**src/rtl/vram_scan_arbiter_if.sv**
```systemverilog
// rtl/vram_scan_arbiter_if.sv - scan, writer, clear and RAM signal bundle of the VRAM arbiter
interface vram_scan_arbiter_if #(
    parameter int ADDR_W = 15,
    parameter int DATA_W = 12
);
    logic              p_tick;
    logic              video_on;
    logic [9:0]        x;
    logic [9:0]        y;
    logic              hsync_in;
    logic              vsync_in;
    logic              hsync;
    logic              vsync;
    logic [DATA_W-1:0] rgb;
    logic              w0_req;
    logic [ADDR_W-1:0] w0_addr;
    logic [DATA_W-1:0] w0_data;
    logic              w0_gnt;
    logic              w1_req;
    logic [ADDR_W-1:0] w1_addr;
    logic [DATA_W-1:0] w1_data;
    logic              w1_gnt;
    logic              clr_start;
    logic [DATA_W-1:0] clr_color;
    logic              clr_busy;
    logic              clr_done;
    logic              oob_err;
    logic [ADDR_W-1:0] ram_addr;
    logic              ram_we;
    logic [DATA_W-1:0] ram_wdata;
    logic [DATA_W-1:0] ram_rdata;

    modport slave (
        input  p_tick, video_on, x, y, hsync_in, vsync_in,
        input  w0_req, w0_addr, w0_data, w1_req, w1_addr, w1_data,
        input  clr_start, clr_color, ram_rdata,
        output hsync, vsync, rgb, w0_gnt, w1_gnt, clr_busy, clr_done, oob_err,
        output ram_addr, ram_we, ram_wdata
    );

    modport master (
        output p_tick, video_on, x, y, hsync_in, vsync_in,
        output w0_req, w0_addr, w0_data, w1_req, w1_addr, w1_data,
        output clr_start, clr_color, ram_rdata,
        input  hsync, vsync, rgb, w0_gnt, w1_gnt, clr_busy, clr_done, oob_err,
        input  ram_addr, ram_we, ram_wdata
    );
endinterface

```
**src/rtl/vram_scan_arbiter.sv**
```systemverilog
// rtl/vram_scan_arbiter.sv - single-port VRAM sharing: scan-out, two round-robin writers, clear engine
module vram_scan_arbiter #(
    parameter int H_CELLS     = 160,
    parameter int V_CELLS     = 120,
    parameter int SCALE_SHIFT = 2,
    parameter int ADDR_W      = 15,
    parameter int DATA_W      = 12
) (
    input  logic                clk,
    input  logic                reset,
    vram_scan_arbiter_if.slave  bus
);
    localparam int                CELLS = H_CELLS * V_CELLS;
    localparam logic [ADDR_W-1:0] LAST  = ADDR_W'(CELLS - 1);

    typedef enum logic {CLR_IDLE, CLR_RUN} clr_state_t;
    clr_state_t state, state_next;

    logic              rr_ptr;
    logic [ADDR_W-1:0] clr_addr;
    logic [DATA_W-1:0] clr_col;
    logic              clr_done_q;
    logic              oob_q;
    logic              disp_v, blank_v, hs1, vs1;
    logic              hs2, vs2;
    logic [DATA_W-1:0] rgb_q;

    logic              disp_slot, any_req, sel_w1, wr_slot, clr_slot, clr_last, wr_oob;
    logic [ADDR_W-1:0] wr_addr;
    logic [DATA_W-1:0] wr_data;
    logic [19:0]       disp_full;

    assign disp_full = 20'(bus.y >> SCALE_SHIFT) * 20'(H_CELLS) + 20'(bus.x >> SCALE_SHIFT);

    // Slot decode: display beats writers, writers beat the clear engine.
    always_comb begin
        disp_slot     = bus.p_tick & bus.video_on;
        any_req       = bus.w0_req | bus.w1_req;
        sel_w1        = (bus.w0_req & bus.w1_req) ? rr_ptr : bus.w1_req;
        wr_slot       = !reset && !disp_slot && any_req;
        clr_slot      = !reset && !disp_slot && !any_req && (state == CLR_RUN);
        clr_last      = clr_slot && (clr_addr == LAST);
        wr_addr       = sel_w1 ? bus.w1_addr : bus.w0_addr;
        wr_data       = sel_w1 ? bus.w1_data : bus.w0_data;
        wr_oob        = 32'(wr_addr) >= CELLS;
        bus.ram_addr  = '0;
        bus.ram_wdata = '0;
        bus.ram_we    = 1'b0;
        if (disp_slot) begin
            bus.ram_addr = disp_full[ADDR_W-1:0];
        end else if (wr_slot) begin
            bus.ram_addr  = wr_addr;
            bus.ram_wdata = wr_data;
            bus.ram_we    = !wr_oob;
        end else if (clr_slot) begin
            bus.ram_addr  = clr_addr;
            bus.ram_wdata = clr_col;
            bus.ram_we    = 1'b1;
        end
        bus.w0_gnt = wr_slot & !sel_w1;
        bus.w1_gnt = wr_slot & sel_w1;
    end

    always_ff @(posedge clk) begin
        if (reset) state <= CLR_IDLE;
        else       state <= state_next;
    end

    always_comb begin
        state_next = state;
        case (state)
            CLR_IDLE: if (bus.clr_start) state_next = CLR_RUN;
            CLR_RUN:  if (clr_last)      state_next = CLR_IDLE;
            default:  state_next = CLR_IDLE;
        endcase
    end

    always_comb begin
        bus.clr_busy = (state == CLR_RUN);
        bus.clr_done = clr_done_q;
    end

    always_ff @(posedge clk) begin
        if (reset) begin
            rr_ptr     <= 1'b0;
            clr_addr   <= '0;
            clr_col    <= '0;
            clr_done_q <= 1'b0;
            oob_q      <= 1'b0;
            disp_v     <= 1'b0;
            blank_v    <= 1'b0;
            hs1        <= 1'b0;
            vs1        <= 1'b0;
            hs2        <= 1'b0;
            vs2        <= 1'b0;
            rgb_q      <= '0;
        end else begin
            clr_done_q <= clr_last;
            if (state == CLR_IDLE && bus.clr_start) begin
                clr_col  <= bus.clr_color;
                clr_addr <= '0;
            end else if (clr_slot && !clr_last) begin
                clr_addr <= clr_addr + 1'b1;
            end
            if (wr_slot) rr_ptr <= !sel_w1;
            if (wr_slot && wr_oob) oob_q <= 1'b1;
            // RAM data arrives one clock after the display address; capture it one stage later.
            disp_v  <= disp_slot;
            blank_v <= bus.p_tick & !bus.video_on;
            hs1     <= bus.hsync_in;
            vs1     <= bus.vsync_in;
            hs2     <= hs1;
            vs2     <= vs1;
            if (disp_v)       rgb_q <= bus.ram_rdata;
            else if (blank_v) rgb_q <= '0;
        end
    end

    assign bus.oob_err = oob_q;
    assign bus.hsync   = hs2;
    assign bus.vsync   = vs2;
    assign bus.rgb     = rgb_q;
endmodule

```
**src/flat_wrapper.sv**
```systemverilog
// flat-port wrapper written by rule: the top's interface ports become plain ports
module vram_scan_arbiter_flat 
#(
    parameter int H_CELLS     = 160,
    parameter int V_CELLS     = 120,
    parameter int SCALE_SHIFT = 2,
    parameter int ADDR_W      = 15,
    parameter int DATA_W      = 12
)
  (clk, reset, bus_p_tick, bus_video_on, bus_x, bus_y, bus_hsync_in, bus_vsync_in, bus_w0_req, bus_w0_addr, bus_w0_data, bus_w1_req, bus_w1_addr, bus_w1_data, bus_clr_start, bus_clr_color, bus_ram_rdata, bus_hsync, bus_vsync, bus_rgb, bus_w0_gnt, bus_w1_gnt, bus_clr_busy, bus_clr_done, bus_oob_err, bus_ram_addr, bus_ram_we, bus_ram_wdata);
  vram_scan_arbiter_if #(.ADDR_W(ADDR_W), .DATA_W(DATA_W)) bus_i ();
  input  logic clk;
  input  logic reset;
  input wire logic [$bits(bus_i.p_tick)-1:0] bus_p_tick;
  input wire logic [$bits(bus_i.video_on)-1:0] bus_video_on;
  input wire logic [$bits(bus_i.x)-1:0] bus_x;
  input wire logic [$bits(bus_i.y)-1:0] bus_y;
  input wire logic [$bits(bus_i.hsync_in)-1:0] bus_hsync_in;
  input wire logic [$bits(bus_i.vsync_in)-1:0] bus_vsync_in;
  input wire logic [$bits(bus_i.w0_req)-1:0] bus_w0_req;
  input wire logic [$bits(bus_i.w0_addr)-1:0] bus_w0_addr;
  input wire logic [$bits(bus_i.w0_data)-1:0] bus_w0_data;
  input wire logic [$bits(bus_i.w1_req)-1:0] bus_w1_req;
  input wire logic [$bits(bus_i.w1_addr)-1:0] bus_w1_addr;
  input wire logic [$bits(bus_i.w1_data)-1:0] bus_w1_data;
  input wire logic [$bits(bus_i.clr_start)-1:0] bus_clr_start;
  input wire logic [$bits(bus_i.clr_color)-1:0] bus_clr_color;
  input wire logic [$bits(bus_i.ram_rdata)-1:0] bus_ram_rdata;
  output wire logic [$bits(bus_i.hsync)-1:0] bus_hsync;
  output wire logic [$bits(bus_i.vsync)-1:0] bus_vsync;
  output wire logic [$bits(bus_i.rgb)-1:0] bus_rgb;
  output wire logic [$bits(bus_i.w0_gnt)-1:0] bus_w0_gnt;
  output wire logic [$bits(bus_i.w1_gnt)-1:0] bus_w1_gnt;
  output wire logic [$bits(bus_i.clr_busy)-1:0] bus_clr_busy;
  output wire logic [$bits(bus_i.clr_done)-1:0] bus_clr_done;
  output wire logic [$bits(bus_i.oob_err)-1:0] bus_oob_err;
  output wire logic [$bits(bus_i.ram_addr)-1:0] bus_ram_addr;
  output wire logic [$bits(bus_i.ram_we)-1:0] bus_ram_we;
  output wire logic [$bits(bus_i.ram_wdata)-1:0] bus_ram_wdata;
  assign bus_i.p_tick = bus_p_tick;
  assign bus_i.video_on = bus_video_on;
  assign bus_i.x = bus_x;
  assign bus_i.y = bus_y;
  assign bus_i.hsync_in = bus_hsync_in;
  assign bus_i.vsync_in = bus_vsync_in;
  assign bus_i.w0_req = bus_w0_req;
  assign bus_i.w0_addr = bus_w0_addr;
  assign bus_i.w0_data = bus_w0_data;
  assign bus_i.w1_req = bus_w1_req;
  assign bus_i.w1_addr = bus_w1_addr;
  assign bus_i.w1_data = bus_w1_data;
  assign bus_i.clr_start = bus_clr_start;
  assign bus_i.clr_color = bus_clr_color;
  assign bus_i.ram_rdata = bus_ram_rdata;
  assign bus_hsync = bus_i.hsync;
  assign bus_vsync = bus_i.vsync;
  assign bus_rgb = bus_i.rgb;
  assign bus_w0_gnt = bus_i.w0_gnt;
  assign bus_w1_gnt = bus_i.w1_gnt;
  assign bus_clr_busy = bus_i.clr_busy;
  assign bus_clr_done = bus_i.clr_done;
  assign bus_oob_err = bus_i.oob_err;
  assign bus_ram_addr = bus_i.ram_addr;
  assign bus_ram_we = bus_i.ram_we;
  assign bus_ram_wdata = bus_i.ram_wdata;
  vram_scan_arbiter #(.H_CELLS(H_CELLS), .V_CELLS(V_CELLS), .SCALE_SHIFT(SCALE_SHIFT), .ADDR_W(ADDR_W), .DATA_W(DATA_W)) u_core (.clk(clk), .reset(reset), .bus(bus_i));
endmodule
```
**config.mk**
```make
export PLATFORM = sky130hd
export DESIGN_NAME = vram_scan_arbiter_flat
export DESIGN_NICKNAME = d
export VERILOG_FILES = /design/src/rtl/vram_scan_arbiter_if.sv /design/src/rtl/vram_scan_arbiter.sv /design/src/flat_wrapper.sv
export SDC_FILE = /design/constraint.sdc
export NUM_CORES = 1
export LEC_CHECK = 0
export CORE_MARGIN = 2
export CORE_UTILIZATION = 35
export CTS_BUF_LIST = sky130_fd_sc_hd__clkbuf_4 sky130_fd_sc_hd__clkbuf_8 sky130_fd_sc_hd__clkbuf_16
export CTS_CLUSTER_DIAMETER = 40
export CTS_CLUSTER_SIZE = 16
export DETAILED_ROUTE_END_ITERATION = 12
export HOLD_SLACK_MARGIN = 0.15
export PLACE_DENSITY_LB_ADDON = 0.15
export SYNTH_ARGS = -nofsm -noshare
export SYNTH_HDL_FRONTEND = slang
export SYNTH_SLANG_ARGS = --single-unit
```
**constraint.sdc**
```tcl
create_clock -name clk -period 7.6 [get_ports clk]
set_input_delay 1.9 -clock clk [delete_from_list [all_inputs] [get_ports clk]]
set_output_delay 1.9 -clock clk [all_outputs]
set_load 0.1 [all_outputs]
```
==> metrics.md <==
| Metric | Value |
|---|---|
| Status | `completed` |
| Max Cap Viol | `0` |
| Initial antenna violation count | `0` |
| Number of global-route vias before repair | `3266` |
| Total CTS buffers | `5` |
| Sequential share of the synthesized area | `31.2%` |
| Most common cell in the synthesized netlist | `nand2_1` |
| Slew Limit Fails | `0` |
| Primary FF master, synth | `dfxtp_1` |
| Footprint of the multi-input gates | `1980 um^2` |
| Via Count | `3372` |
| Synth warn | `0` |
| M1 GR Usage | `about a quarter` |
| DR iter-0 viols | `between 150 and 200` |
| Hold-fix buffers, CTS | `0` |
| Register bit total from synthesis | `49` |
| Final period util | `slightly below 90%` |
| Final hold viol count | `0` |
| CTS max path bufs | `2` |
| Port buffer count | `149` |
| Die area | `9760 um^2` |
| CTS sink cnt | `49` |
| P&R area growth vs syn | `55.6%` |
| Met3 Resource Use GR | `5.74%` |
| Layout cells sized above 1 | `9.98%` |
| Vias/cell | `5.12` |
| Nets | `675` |
| Overall routing resource usage | `between 10% and 20%` |
| Mean Syn Cell Area | `7.65 um^2` |
| Initial core utilization | `36.1%` |
| Drt drc | `0` |
| Async S/R FF share, synth | `0%` |
| Fill cells | `810` |
| Remaining Overflow, GRT | `0` |
| FF+latch area | `981 um^2` |
| Top reg by flops | `u_core.clr_addr` |
| Power Density | `156 nW/um^2` |
| Actual slew at the worst max-slew pin | `1.10 ns` |
| Req. time, crit path | `about 5.7 ns` |
| Met2 Track Usage GR | `a little over a third` |
| Unique masters post-synth | `47` |
| Total power | `0.765 mW` |
| ANT cells | `0` |
| Final Wtd Congestion | `0.801` |
| HPWL after DPL | `between 7 and 8 mm` |
| Placed Area | `just under 5000 um^2` |
| Finish-stage setup viols | `0` |
| Min-Delay Path Class | `flip-flop to flip-flop` |
| Avg WL per Cell | `between 15 and 20 um` |
| Count of TritonRoute iterations in the first routing pass | `5` |
| Hold slack | `0.460 ns` |
| Final wirelength | `9.95 mm` |
| PostCTS Resize Cnt | `0` |
| Clock slew at reported path FFs | `0.09 ns` |
| Design Area, Final | `4890 um^2` |
| Leakage Power | `1.95 nW` |
| Largest net degree at the start of global routing | `36` |
| Critical path fanouts, max | `3` |
| Max-Slew Margin vs Limit | `26.6%` |
| Global route hottest layer | `met2` |
| Post-synth EDFFs | `0` |
| Syn_nets | `536` |
| Max reg flops | `15` |
| First-pass GRT wire length | `15.7 mm` |
| Post-route minimum period | `~6.7 ns` |
| Sum of negative setup slack | `0 ns` |
| Cell taking the most area after synthesis | `dfxtp_1` |
| Type of origin of the critical path | `input pin` |
| RSZ-0062 raised after global routing | `false` |
| Core area | `8720 um^2` |
| Htree depth | `2` |
| TritonCTS clock tree | `done` |
| Postcts setup bufs | `0` |
| Num ports | `154` |
| Syn Std Cell Area | `3140 um^2` |
| # rows | `34` |
| Final Skew | `between 0.005 and 0.006 ns` |
| Crit path DAT | `about 4.8 ns` |
| Reg2reg setup slack | `5.63 ns` |
| Die Y | `98.8 um` |
| Yosys top cell area share | `31.2%` |
| CP Class | `input pin to output pin` |
| Peak supply drop | `around 0.00011 V` |
| Clk Tree Root Cell | `clkbuf_8` |
| Syn Inst Count | `411` |
| Top cells by area, synth | `dfxtp_1, a21oi_1, nand2_1, ha_1, nor2_1` |
| Post-route insts no fill | `approximately 660` |
| Die width | `98.8 um` |
| Fmax | `0.150 GHz` |
| Clock latency on the worst-skew pair | `0.31 ns` |
| Worst setup EP type | `output pin` |
| ANT nets after route | `0` |
| Post-synth top cells | `nand2_1, a21oi_1, dfxtp_1, nor2_1, inv_1` |
| Placed cells | `~650` |
==> final timing paths <==
| kind | from | to | cells after the start |
|---|---|---|---|
| setup / recovery | bus_y[3] | bus_ram_addr[14] | 12 |
| hold / removal | u_core.vs1 | u_core.bus.vsync | 1 |
| setup reg to reg | u_core.bus.clr_busy | u_core.clr_addr[4] | 5 |
| hold reg to reg | u_core.vs1 | u_core.bus.vsync | 1 |
==> cells in the final DEF (no fill, tap or decap), types with 14 or more instances in the layout <==
master           Yosys  layout
clkdlybuf4s50_1      0     119
nand2_1             66      66
a21oi_1             57      57
nor2_1              49      49
dfxtp_1             49      49
inv_1               22      22
buf_4                0      20
ha_1                16      16
nor3b_1             15      15
xor2_1              14      14
buf_12               0      14
==> logic make-up (layout without fill, tap and decap cells) <==
| kind of cell | count (synthesis) | after routing | share of synthesized area, % |
|---|---|---|---|
| flip-flops | 49 | 49 | 31.2 |
| buffers and inverters | 43 | 183 | 5.69 |
| XOR/XNOR | 23 | 23 | 6.41 |
| AO/OA/AOI/OAI | 100 | 100 | 20.3 |
| adder cells (fa/ha/maj) | 18 | 18 | 7.64 |
| multiplexers | 2 | 2 | 0.637 |
| AND/OR/NAND/NOR | 176 | 176 | 28.1 |
==> metrics by stage <==
stage | util [%] | worst slack [ns]
final | 56.1 | 0.937
after global routing | 56.1 | 0.726
after CTS | 56.1 | 0.929
after detailed placement | 55.1 | 0.944
after global placement | 55.1 | 0.989
after floorplan | - | 0.108
==> report_power, final <==
part	leakage (nW)	internal, mW	switching [mW]
registers	0.399	0.265	0.00632
clock network	0.0439	0.0638	0.0925
logic	1.51	0.125	0.213
total	1.95	0.454	0.311
==> cell type report <==
cell class              instances  area share (%)
well taps                     108            2.76
inverters                      22            1.69
multi-input cells             319            40.6
clock inverters                 3           0.358
flip-flops and latches         49            20.1
clock buffers                   5            1.41
repair buffers                153            33.2
==> critical path: stages <==
cell             delay, ns
clkdlybuf4s50_1       0.47
ha_1                  0.31
ha_1                  0.17
inv_1                 0.06
fa_1                  0.41
xnor2_1               0.27
nand3b_1              0.13
nor2_1                0.22
nand4_1               0.14
xnor2_1               0.15
o21ai_1               0.18
buf_4                 0.34
==> per-layer routing <==
layer | part of all wire (%) | wire length [um]
met5 | 0 | 0
met4 | 0.99 | 99
met3 | 7.1 | 707
met2 | 49 | 4840
met1 | 43 | 4310
Power figures use the tool's default switching activity.
